===== src/rtl/alu_pipe_pkg.sv =====
// -----------------------------------------------------------------------------
// alu_pipe_pkg
// Shared definitions for the pipelined ALU: opcode encodings, the control FSM
// state encoding and the reserved-opcode decoder.
// Opcode layout: op[2] inverts operand B (and is the adder carry-in),
// op[1:0] selects AND / OR / SUM / SLT; op[3] marks MUL and SLTU.
// -----------------------------------------------------------------------------
package alu_pipe_pkg;

    localparam int OP_W = 4;

    localparam logic [3:0] OP_AND  = 4'b0000;
    localparam logic [3:0] OP_OR   = 4'b0001;
    localparam logic [3:0] OP_ADD  = 4'b0010;
    localparam logic [3:0] OP_ANDN = 4'b0100;
    localparam logic [3:0] OP_ORN  = 4'b0101;
    localparam logic [3:0] OP_SUB  = 4'b0110;
    localparam logic [3:0] OP_SLT  = 4'b0111;
    localparam logic [3:0] OP_SLTU = 4'b1111;
    localparam logic [3:0] OP_MUL  = 4'b1000;

    typedef enum logic [1:0] {
        ST_IDLE = 2'b00,
        ST_MUL  = 2'b01,
        ST_HOLD = 2'b10
    } state_t;

    // Any encoding outside the nine defined operations is reserved.
    function automatic logic is_reserved(input logic [3:0] op);
        logic res_v;
        case (op)
            OP_AND, OP_OR, OP_ADD, OP_ANDN, OP_ORN,
            OP_SUB, OP_SLT, OP_SLTU, OP_MUL: res_v = 1'b0;
            default:                         res_v = 1'b1;
        endcase
        return res_v;
    endfunction

endpackage


===== src/rtl/alu_cla_slice.sv =====
// -----------------------------------------------------------------------------
// alu_cla_slice
// 4-bit ALU slice with internal carry lookahead.
// Ports:
//   a, b     : 4-bit operand slices
//   cin      : carry into bit 0 of this slice (from the group lookahead unit)
//   binvert  : invert b before use
//   select   : 00 AND, 01 OR, 1x SUM
//   res      : selected 4-bit result
//   g, p     : group generate / propagate for the upper lookahead level
//   msb_cin  : carry into bit 3 (used for signed overflow on the top slice)
// -----------------------------------------------------------------------------
module alu_cla_slice
    import alu_pipe_pkg::*;
(
    input  logic [3:0] a,
    input  logic [3:0] b,
    input  logic       cin,
    input  logic       binvert,
    input  logic [1:0] select,
    output logic [3:0] res,
    output logic       g,
    output logic       p,
    output logic       msb_cin
);

    logic [3:0] bb_s;
    logic [3:0] gen_s;
    logic [3:0] prop_s;
    logic [3:0] c_s;
    logic [3:0] sum_s;

    // Bit-level generate/propagate, lookahead carries and result select.
    always_comb begin
        bb_s   = binvert ? ~b : b;
        gen_s  = a & bb_s;
        prop_s = a ^ bb_s;

        c_s[0] = cin;
        c_s[1] = gen_s[0] | (prop_s[0] & cin);
        c_s[2] = gen_s[1] | (prop_s[1] & gen_s[0]) | (prop_s[1] & prop_s[0] & cin);
        c_s[3] = gen_s[2] | (prop_s[2] & gen_s[1]) | (prop_s[2] & prop_s[1] & gen_s[0])
               | (prop_s[2] & prop_s[1] & prop_s[0] & cin);

        sum_s = prop_s ^ c_s;

        g = gen_s[3] | (prop_s[3] & gen_s[2]) | (prop_s[3] & prop_s[2] & gen_s[1])
          | (prop_s[3] & prop_s[2] & prop_s[1] & gen_s[0]);
        p = &prop_s;
        msb_cin = c_s[3];

        case (select)
            2'b00:   res = a & bb_s;
            2'b01:   res = a | bb_s;
            2'b10:   res = sum_s;
            2'b11:   res = sum_s;
            default: res = sum_s;
        endcase
    end

endmodule


===== src/rtl/alu_pipe.sv =====
// -----------------------------------------------------------------------------
// alu_pipe
// Handshaked WIDTH-bit ALU with registered result/flags and an iterative
// shift-and-add multiplier.
// Ports:
//   clk, rst_n          : clock, asynchronous active-low reset
//   in_valid / in_ready : operand handshake (a, b, op sampled on accept)
//   out_valid/out_ready : result handshake
//   result              : registered WIDTH-bit result
//   carry, overflow     : registered adder / multiply flags
//   zero, err           : registered result==0 and reserved-opcode flags
// Single-cycle ops register their result on the accepting edge; MUL takes
// WIDTH further edges. In HOLD a new accept may coincide with the output
// handshake, so single-cycle ops stream at one per clock.
// -----------------------------------------------------------------------------
module alu_pipe
    import alu_pipe_pkg::*;
#(
    parameter int WIDTH = 8,
    parameter int OPW   = 4
) (
    input  logic             clk,
    input  logic             rst_n,
    input  logic             in_valid,
    output logic             in_ready,
    input  logic [WIDTH-1:0] a,
    input  logic [WIDTH-1:0] b,
    input  logic [OPW-1:0]   op,
    output logic             out_valid,
    input  logic             out_ready,
    output logic [WIDTH-1:0] result,
    output logic             carry,
    output logic             overflow,
    output logic             zero,
    output logic             err
);

    localparam int NS = WIDTH / 4;
    localparam int CW = $clog2(WIDTH);
    localparam logic [CW-1:0] CNT_LAST = CW'(WIDTH - 1);
    localparam logic [CW-1:0] CNT_ONE  = CW'(1);
    localparam logic [CW-1:0] CNT_ZERO = CW'(0);

    // Carry into slice k from the group generate/propagate of slices below it.
    function automatic logic lookahead(input logic [NS-1:0] g, input logic [NS-1:0] p,
                                       input logic c0, input int k);
        logic c_v;
        logic t_v;
        c_v = c0;
        for (int i = 0; i < k; i++) begin
            c_v = c_v & p[i];
        end
        for (int j = 0; j < k; j++) begin
            t_v = g[j];
            for (int m = j + 1; m < k; m++) begin
                t_v = t_v & p[m];
            end
            c_v = c_v | t_v;
        end
        return c_v;
    endfunction

    state_t                 state_r;
    logic                   out_valid_r;
    logic [WIDTH-1:0]       result_r;
    logic                   carry_r;
    logic                   overflow_r;
    logic                   zero_r;
    logic                   err_r;
    logic [CW-1:0]          count_r;
    logic [2*WIDTH-1:0]     acc_r;
    logic [2*WIDTH-1:0]     mcand_r;
    logic [WIDTH-1:0]       mplier_r;

    logic [WIDTH-1:0]       slice_res_s;
    logic [NS-1:0]          grp_g_s;
    logic [NS-1:0]          grp_p_s;
    logic [NS:0]            grp_c_s;
    // Every slice reports its bit-3 carry-in; only the top slice's entry is read.
    logic [NS-1:0]          msb_cin_unused_s;
    logic                   add_cout_s;
    logic                   add_ovf_s;
    logic [WIDTH-1:0]       alu_res_s;
    logic                   alu_carry_s;
    logic                   alu_ovf_s;
    logic [2*WIDTH-1:0]     acc_next_s;
    logic                   in_ready_s;
    logic                   accept_s;
    logic                   handshake_s;

    genvar k;
    generate
        for (k = 0; k < NS; k++) begin : g_slice
            alu_cla_slice u_slice (
                .a       (a[4*k +: 4]),
                .b       (b[4*k +: 4]),
                .cin     (grp_c_s[k]),
                .binvert (op[2]),
                .select  (op[1:0]),
                .res     (slice_res_s[4*k +: 4]),
                .g       (grp_g_s[k]),
                .p       (grp_p_s[k]),
                .msb_cin (msb_cin_unused_s[k])
            );
        end
    endgenerate

    // Second-level lookahead carry unit across slices; carry-in is binvert.
    always_comb begin
        grp_c_s    = {(NS+1){1'b0}};
        grp_c_s[0] = op[2];
        for (int i = 1; i <= NS; i++) begin
            grp_c_s[i] = lookahead(grp_g_s, grp_p_s, op[2], i);
        end
    end

    // Single-cycle result and flags decoded from the slice outputs.
    always_comb begin
        add_cout_s  = grp_c_s[NS];
        add_ovf_s   = msb_cin_unused_s[NS-1] ^ grp_c_s[NS];
        alu_res_s   = {WIDTH{1'b0}};
        alu_carry_s = 1'b0;
        alu_ovf_s   = 1'b0;
        case (op)
            OP_AND, OP_OR, OP_ANDN, OP_ORN: begin
                alu_res_s = slice_res_s;
            end
            OP_ADD, OP_SUB: begin
                alu_res_s   = slice_res_s;
                alu_carry_s = add_cout_s;
                alu_ovf_s   = add_ovf_s;
            end
            OP_SLT: begin
                alu_res_s = {{(WIDTH-1){1'b0}}, slice_res_s[WIDTH-1] ^ add_ovf_s};
            end
            OP_SLTU: begin
                // a - b borrows (no carry out) exactly when a < b unsigned.
                alu_res_s = {{(WIDTH-1){1'b0}}, ~add_cout_s};
            end
            default: begin
                alu_res_s = {WIDTH{1'b0}};
            end
        endcase
    end

    // One shift-and-add step: add the shifted multiplicand when the current multiplier bit is set.
    always_comb begin
        if (mplier_r[0]) begin
            acc_next_s = acc_r + mcand_r;
        end else begin
            acc_next_s = acc_r;
        end
    end

    // Input readiness: free in IDLE, tied to the consumer in HOLD, busy during MUL.
    always_comb begin
        case (state_r)
            ST_IDLE: in_ready_s = 1'b1;
            ST_HOLD: in_ready_s = out_ready;
            ST_MUL:  in_ready_s = 1'b0;
            default: in_ready_s = 1'b0;
        endcase
        accept_s    = in_valid & in_ready_s;
        handshake_s = out_valid_r & out_ready;
    end

    // Control FSM with registered result, flags and multiplier state.
    always_ff @(posedge clk or negedge rst_n) begin
        if (!rst_n) begin
            state_r     <= ST_IDLE;
            out_valid_r <= 1'b0;
            result_r    <= {WIDTH{1'b0}};
            carry_r     <= 1'b0;
            overflow_r  <= 1'b0;
            zero_r      <= 1'b0;
            err_r       <= 1'b0;
            count_r     <= CNT_ZERO;
            acc_r       <= {(2*WIDTH){1'b0}};
            mcand_r     <= {(2*WIDTH){1'b0}};
            mplier_r    <= {WIDTH{1'b0}};
        end else begin
            case (state_r)
                ST_IDLE, ST_HOLD: begin
                    // In HOLD an accept implies out_ready, so the old result is consumed too.
                    if (accept_s) begin
                        if (op == OP_MUL) begin
                            state_r     <= ST_MUL;
                            out_valid_r <= 1'b0;
                            acc_r       <= {(2*WIDTH){1'b0}};
                            mcand_r     <= {{WIDTH{1'b0}}, a};
                            mplier_r    <= b;
                            count_r     <= CNT_LAST;
                        end else begin
                            state_r     <= ST_HOLD;
                            out_valid_r <= 1'b1;
                            result_r    <= alu_res_s;
                            carry_r     <= alu_carry_s;
                            overflow_r  <= alu_ovf_s;
                            zero_r      <= (alu_res_s == {WIDTH{1'b0}});
                            err_r       <= is_reserved(op);
                        end
                    end else if (handshake_s) begin
                        state_r     <= ST_IDLE;
                        out_valid_r <= 1'b0;
                    end
                end
                ST_MUL: begin
                    acc_r    <= acc_next_s;
                    mcand_r  <= mcand_r << 1;
                    mplier_r <= mplier_r >> 1;
                    if (count_r == CNT_ZERO) begin
                        state_r     <= ST_HOLD;
                        out_valid_r <= 1'b1;
                        result_r    <= acc_next_s[WIDTH-1:0];
                        carry_r     <= |acc_next_s[2*WIDTH-1:WIDTH];
                        overflow_r  <= 1'b0;
                        zero_r      <= (acc_next_s[WIDTH-1:0] == {WIDTH{1'b0}});
                        err_r       <= 1'b0;
                    end else begin
                        count_r <= count_r - CNT_ONE;
                    end
                end
                default: begin
                    state_r     <= ST_IDLE;
                    out_valid_r <= 1'b0;
                end
            endcase
        end
    end

    assign in_ready  = in_ready_s;
    assign out_valid = out_valid_r;
    assign result    = result_r;
    assign carry     = carry_r;
    assign overflow  = overflow_r;
    assign zero      = zero_r;
    assign err       = err_r;

endmodule


===== config.mk =====
export PLATFORM = sky130hd
export DESIGN_NAME = alu_pipe
export DESIGN_NICKNAME = d
export VERILOG_FILES = /design/src/rtl/alu_pipe_pkg.sv /design/src/rtl/alu_cla_slice.sv /design/src/rtl/alu_pipe.sv
export SDC_FILE = /design/constraint.sdc
export NUM_CORES = 1
export LEC_CHECK = 0
export BUFFER_PORTS_ARGS = -buffer_cell sky130_fd_sc_hd__buf_2
export CORE_UTILIZATION = 45
export CTS_BUF_LIST = sky130_fd_sc_hd__clkbuf_8
export DETAILED_ROUTE_END_ITERATION = 16
export SETUP_SLACK_MARGIN = 0.5
export SYNTH_ARGS = -nofsm -noshare
export SYNTH_HDL_FRONTEND = slang
export SYNTH_SLANG_ARGS = --single-unit

===== constraint.sdc =====
create_clock -name clk -period 5.6 [get_ports clk]
set_clock_uncertainty 0.1 [all_clocks]
set_input_delay 0.56 -clock clk [delete_from_list [all_inputs] [get_ports clk]]
set_output_delay 0.56 -clock clk [all_outputs]
set_load 0.05 [all_outputs]

* Word level (Yosys, flattened, before mapping) *
Memory sizes are Yosys's and may differ from the RTL's.
Index checks and enable logic that the tools add are counted.

storage, ports and cells
  logic and storage cells = 169
  register bits after elaboration = 58
  bits in read-only memories = 16
  memories kept = 1
  latch bits = 0
  bits in writable memories = 0

memory list
  memory            depth  width  read ports  clocked after memory_dff  write ports  line                RTL
  (name not given)  16     1      1           0                         0            alu_pipe_pkg.sv:31  case (op)

operators by class
  bitwise operators = 67
  eq/ne operators = 19
  shift-type cells = 0
  mux-type cells = 51
  div/mod/pow operators = 0
  multipliers = 0
  $lt $le $gt $ge = 0
  reduce and logical (&&, ||, !) cells = 18
  $add $sub $neg = 2

operators by type and width
  operator            number
  $mux 16             5
  $pmux 16 s2         2
  $mux 8              5
  $and 1x1->1         33
  $pmux 8 s2          2
  $pmux 4 s3          2
  $pmux 8 s3          1
  $or 1x1->1          21
  $mux 1              17
  $add 16x16->16      1
  $eq 4x3->1 const B  4
  $logic_not 8->1     2
  $reduce_and 4->1    4
  $xor 4x4->4         4
  $pmux 1 s2          6
  $ne 2x2->1 const B  5
  $mux 3              3
  $and 4x4->4         2
  $eq 4x4->1 const B  2
  $mux 2              4
  $mux 4              2
  $not 4->4           2
  $or 4x4->4          2
  $reduce_or 8->1     1
  18 further kinds    25

* Depth between registers and ports, before layout *
  depth in word-level cells = 18
  mapped depth = 15
  mapped depth without buffers = 13

* Hierarchy *
A second synthesis with hierarchy kept.

unflattened totals
  cells, all modules = 533
  area, all modules = 4,354.2 um^2

by module, submodules not included
  module         cells each  sequential area each (um^2)  times used  area each (um^2)
  alu_pipe       425         1,426.4                      1           3,563.4
  alu_cla_slice  54          0.0                          2           395.4

* Least setup slack after synthesis *
No wires, ideal clock.

  path kind = in2reg
  from = input op[2]
  to = register zero_r (netlist: zero)
  arrival = 3,697 ps
  stages = 15
  path slack = 1,711 ps
  buffers on the path = 2
  cells stage by stage = buf_6 > clkbuf_1 > xor2_1 > inv_1 > ha_1 > a211oi_4 > o21bai_1 > a21oi_1 > fa_1 > xnor2_1 > a21oi_1 > nor2_1 > or3_1 > or4_1 > o31ai_2

between the ends
  word-level cells in the longest chain between the ends = 17

RTL lines
  item                                        line                                                           RTL
  start: declaration                          alu_pipe.sv:28                                                 input logic [OPW-1:0] op,
  $mux 4                                      alu_cla_slice.sv:35                                            bb_s = binvert ? ~b : b;
  $xor 4x4->4 or $and 4x4->4 (tied branches)  alu_cla_slice.sv:37, alu_cla_slice.sv:36, alu_cla_slice.sv:53
  $and 1x1->1 (on tied branches)              alu_cla_slice.sv:47, alu_cla_slice.sv:48
  $or 1x1->1, or another cell as far along    alu_cla_slice.sv:47                                            g = gen_s[3] | (prop_s[3] & gen_s[2]) | (prop_s[3] & prop_s[2] & gen_s[1])
  $or 1x1->1 or $and 1x1->1 (tied branches)   alu_cla_slice.sv:47, alu_cla_slice.sv:48
  $or 1x1->1                                  alu_cla_slice.sv:48                                            | (prop_s[3] & prop_s[2] & prop_s[1] & gen_s[0]);
  $or 1x1->1                                  alu_pipe.sv:58                                                 c_v = c_v | t_v;
  $and 1x1->1                                 alu_cla_slice.sv:43                                            | (prop_s[2] & prop_s[1] & prop_s[0] & cin);
  $or 1x1->1                                  alu_cla_slice.sv:43
  $xor 4x4->4                                 alu_cla_slice.sv:45                                            sum_s = prop_s ^ c_s;
  $pmux 4 s3                                  alu_cla_slice.sv:52                                            case (select)
  $xor 1x1->1                                 alu_pipe.sv:134                                                alu_res_s = {{(WIDTH-1){1'b0}}, slice_res_s[WIDTH-1] ^ add_ovf_s};
  $pmux 8 s3                                  alu_pipe.sv:124                                                case (op)
  $logic_not 8->1                             alu_pipe.sv:199                                                zero_r <= (alu_res_s == {WIDTH{1'b0}});
  $mux 1                                      alu_pipe.sv:186                                                if (op == OP_MUL) begin
  $mux 1                                      alu_pipe.sv:185                                                if (accept_s) begin
  $pmux 1 s2                                  alu_pipe.sv:182                                                case (state_r)
  end signal: assignment                      alu_pipe.sv:199
  end signal: assignment                      alu_pipe.sv:217                                                zero_r <= (acc_next_s[WIDTH-1:0] == {WIDTH{1'b0}});
  end: declaration                            alu_pipe.sv:68                                                 logic zero_r;

Several ways; a longest one is shown, not always the timed one. The select of a mux whose other input is x is not followed.
A chain may end at the register's enable or synchronous reset.

* Final worst setup path *
Same ends and word-level chain as after synthesis.

==> flow_summary_export.csv <==
group,metric,value,unit
logic_synthesis,synthesis.area,4290,µm²
critical_path,crit_path_start_kind,"input pin",
critical_path,path_max_fanout,16,
cts,cts_hold_buf,0,
cts,clk_path_buf_depth,2,
detailed_routing,wirelength,11400,µm
cts,cts_tree,"yes",
logic_synthesis,synthArstFlopShare,100,%
logic_synthesis,ys_top_cells_by_count,"dfrtp_1 (57), nand2_1 (57), nor2_1 (51)",
finish,area_growth,11.3,%
critical_path,path_class,"in2reg",
critical_path,cp.required,5750,ps
logic_synthesis,synth_top_area_cell,"dfrtp_1",
cts,root_buffer,"clkbuf_8",
min_path,hp-class,"in2async",
detailed_routing,drt-initial-drc-count,166,
cts,cts_htree_levels,3,
sta,worstMarginPinSlew,1140,ps
place,dp.cells,656,
grt,grt_pass1_wl,18900,µm
floorplanning,io_pins,38,
sta,maxSlewViolCount,0,
cts,clock_sinks,57,
run,maxCapViolCount,0,
cts,cts.clk_slew.worst_paths,70,ps
critical_path,end_kind,"flop",
cts,postCtsSetupRepairBufs,0,
finish,drive_gt1_share,12.7,%
floorplanning,die_width,99.7,µm
logic_synthesis,synth_top_flop_cell,"dfrtp_1",
detailed_routing,drc_errors,0,
floorplanning,start_util,46.5,%
grt,grt_pass1_vias,3664,
floorplanning,placementRows,35,
finish,final_cells,672,
place,dp_hpwl,8030,µm
power_and_ir_drop,power.density,395,nW/µm²
place,gp_congestion,0.909,
sta,hold_viol,0,
logic_synthesis,post_synth_num_cell_types,64,
logic_synthesis,synth_nets,569,
detailed_routing,via_count,3822,
floorplanning,coreArea,9240,µm²
sta,slew_headroom,24.3,%
sta,setup_violations,0,
detailed_routing,drt_first_pass_iters,4,
place,numPortBuffers,37,
sta,whs,255,ps
finish,diodes,0,
logic_synthesis,synth_edf_count,0,
logic_synthesis,ys_top_cells_by_area,"dfrtp_1 (33%), ha_1 (9.6%), nand2_1 (5.0%), nor2_1 (4.5%), a21oi_1 (3.3%)",
sta,rsz0062_at_grt,"no",
critical_path,cp.arrival,3760,ps
logic_synthesis,yosysWarnings,0,
grt,grt_antenna_before_repair,0,
floorplanning,die_area,9930,µm²
logic_synthesis,syn_inst,510,
logic_synthesis,ys_ff_latch,57,
cts,numCtsBuffers,9,
floorplanning,fp.dieH,99.7,µm
cts,cts_resized,0,
sta,max_freq,0.277,GHz
grt,track_usage,24.8,%
power_and_ir_drop,static-leakage-power,0.00232,µW
sta,timing.final.crit_share,64.4,%
critical_path,rr_worst_depth,9,
cts,clkLatencyLatePin,350,ps
grt,grt_max_degree,58,
logic_synthesis,ys_seq_area_share,33.2,%
finish,nNetsFinal,597,
power_and_ir_drop,vdd_drop_max,184,µV
logic_synthesis,syn_avg_cell_area,8.42,µm²
detailed_routing,wl_per_cell,17.0,µm
grt,grt_overflow_total,0,
logic_synthesis,synth_top_area_share,33.2,%
sta,setup_tns,0,ps
detailed_routing,viasPerCell,5.69,
detailed_routing,ant_nets,0,
sta,min_period,3610,ps
outcome,outcome,"completed",
stage by stage:
step / util [%] / power, µW / instance area, µm² / setup slack [ps]
final: 51.7 / 1890 / 4780 / 1990
after global routing: 51.7 / 2030 / 4780 / 1760
after CTS: 51.7 / 1900 / 4780 / 2010
after detailed placement: 49.6 / 1500 / 4580 / 1670
after global placement: 49.6 / 1480 / 4580 / 1740
after floorplan: - / 1280 / 4290 / 1710
layout by cell type (no fill, tap or decap), types with 3 or more instances in the layout:
cell type and count:
a211oi_1 12, a21o_1 17, a21oi_1 28, a22o_1 4
a22oi_1 7, a31oi_1 4, and2_1 3, and3_1 4
buf_2 37, buf_4 7, clkbuf_8 10, dfrtp_1 57
ha_1 33, inv_1 28, mux2i_1 7, nand2_1 57
nand2b_1 4, nand3_1 21, nand3b_1 7, nand4_1 5
nor2_1 51, nor2b_1 7, nor3_1 10, nor4b_1 4
o211ai_1 4, o21ai_0 24, o21ai_1 4, o21bai_1 4
o22ai_1 11, o311ai_0 4, or3_1 3, xnor2_1 8
xor2_1 14
per-layer routing:
metal | GRT usage, % | up-vias | wire [µm]
met4 | 7.58 | 0 | 144
met2 | 41.7 | 68 | 5560
met5 | 0 | - | 0
li1 | - | 1899 | -
met1 | 32.9 | 1844 | 5310
met3 | 3.58 | 11 | 390
power breakdown:
part	switching [µW]	total, µW	internal, µW	leakage, µW
Combinational	517	856	339	0.00151
Sequential	111	635	524	0.000713
Clock	181	395	214	0.0000995
Total	809	1890	1080	0.00232
kinds of logic (layout without fill, tap and decap cells):
kind of cell / Yosys count / in the layout / share of synthesized area, %
simple gates: 185 / 185 / 20.5
compound gates: 149 / 149 / 24.3
flops: 57 / 57 / 33.2
buf+inv: 54 / 87 / 5.01
fa+ha+maj: 35 / 35 / 10.6
xor+xnor: 22 / 22 / 4.49
mux: 8 / 8 / 1.89
worst max-delay path, stage by stage:
cell and delay (ps):
buf_2 350, xor2_1 230, inv_1 60, ha_1 370
a211oi_4 100, o21bai_1 240, a21oi_1 130, fa_1 390
xnor2_1 140, a21oi_1 140, nor2_1 60, or3_1 360
or4_1 420, o31ai_2 220
layout make-up:
type	count	area, µm²
inverters	27	101
repair buffers	44	238
flip-flops and latches	57	1430
multi-input cells	399	2650
fillers	904	4460
clock buffers	10	138
clock inverters	6	58.8
well taps	129	161
registers in the layout, summed over array words and instances (netlist names):
signal	cells
zero	1
count_r	3
overflow	1
acc_r	16
carry	1
mcand_r	16
mplier_r	8
err	1
result	8
state_r	2
worst paths after layout:
check	startpoint	slack, ps	endpoint
worst max-delay path	op[2]	1990	zero
worst min-delay path	rst_n	250	mcand_r[9]
worst max register to register	mcand_r[0]	2490	carry
worst min register to register	mplier_r[1]	380	mplier_r[1]
max in group asynchronous	rst_n	4620	mplier_r[2]
min in group clk	b[3]	360	mplier_r[3]
(Power assumes the default switching activity.)
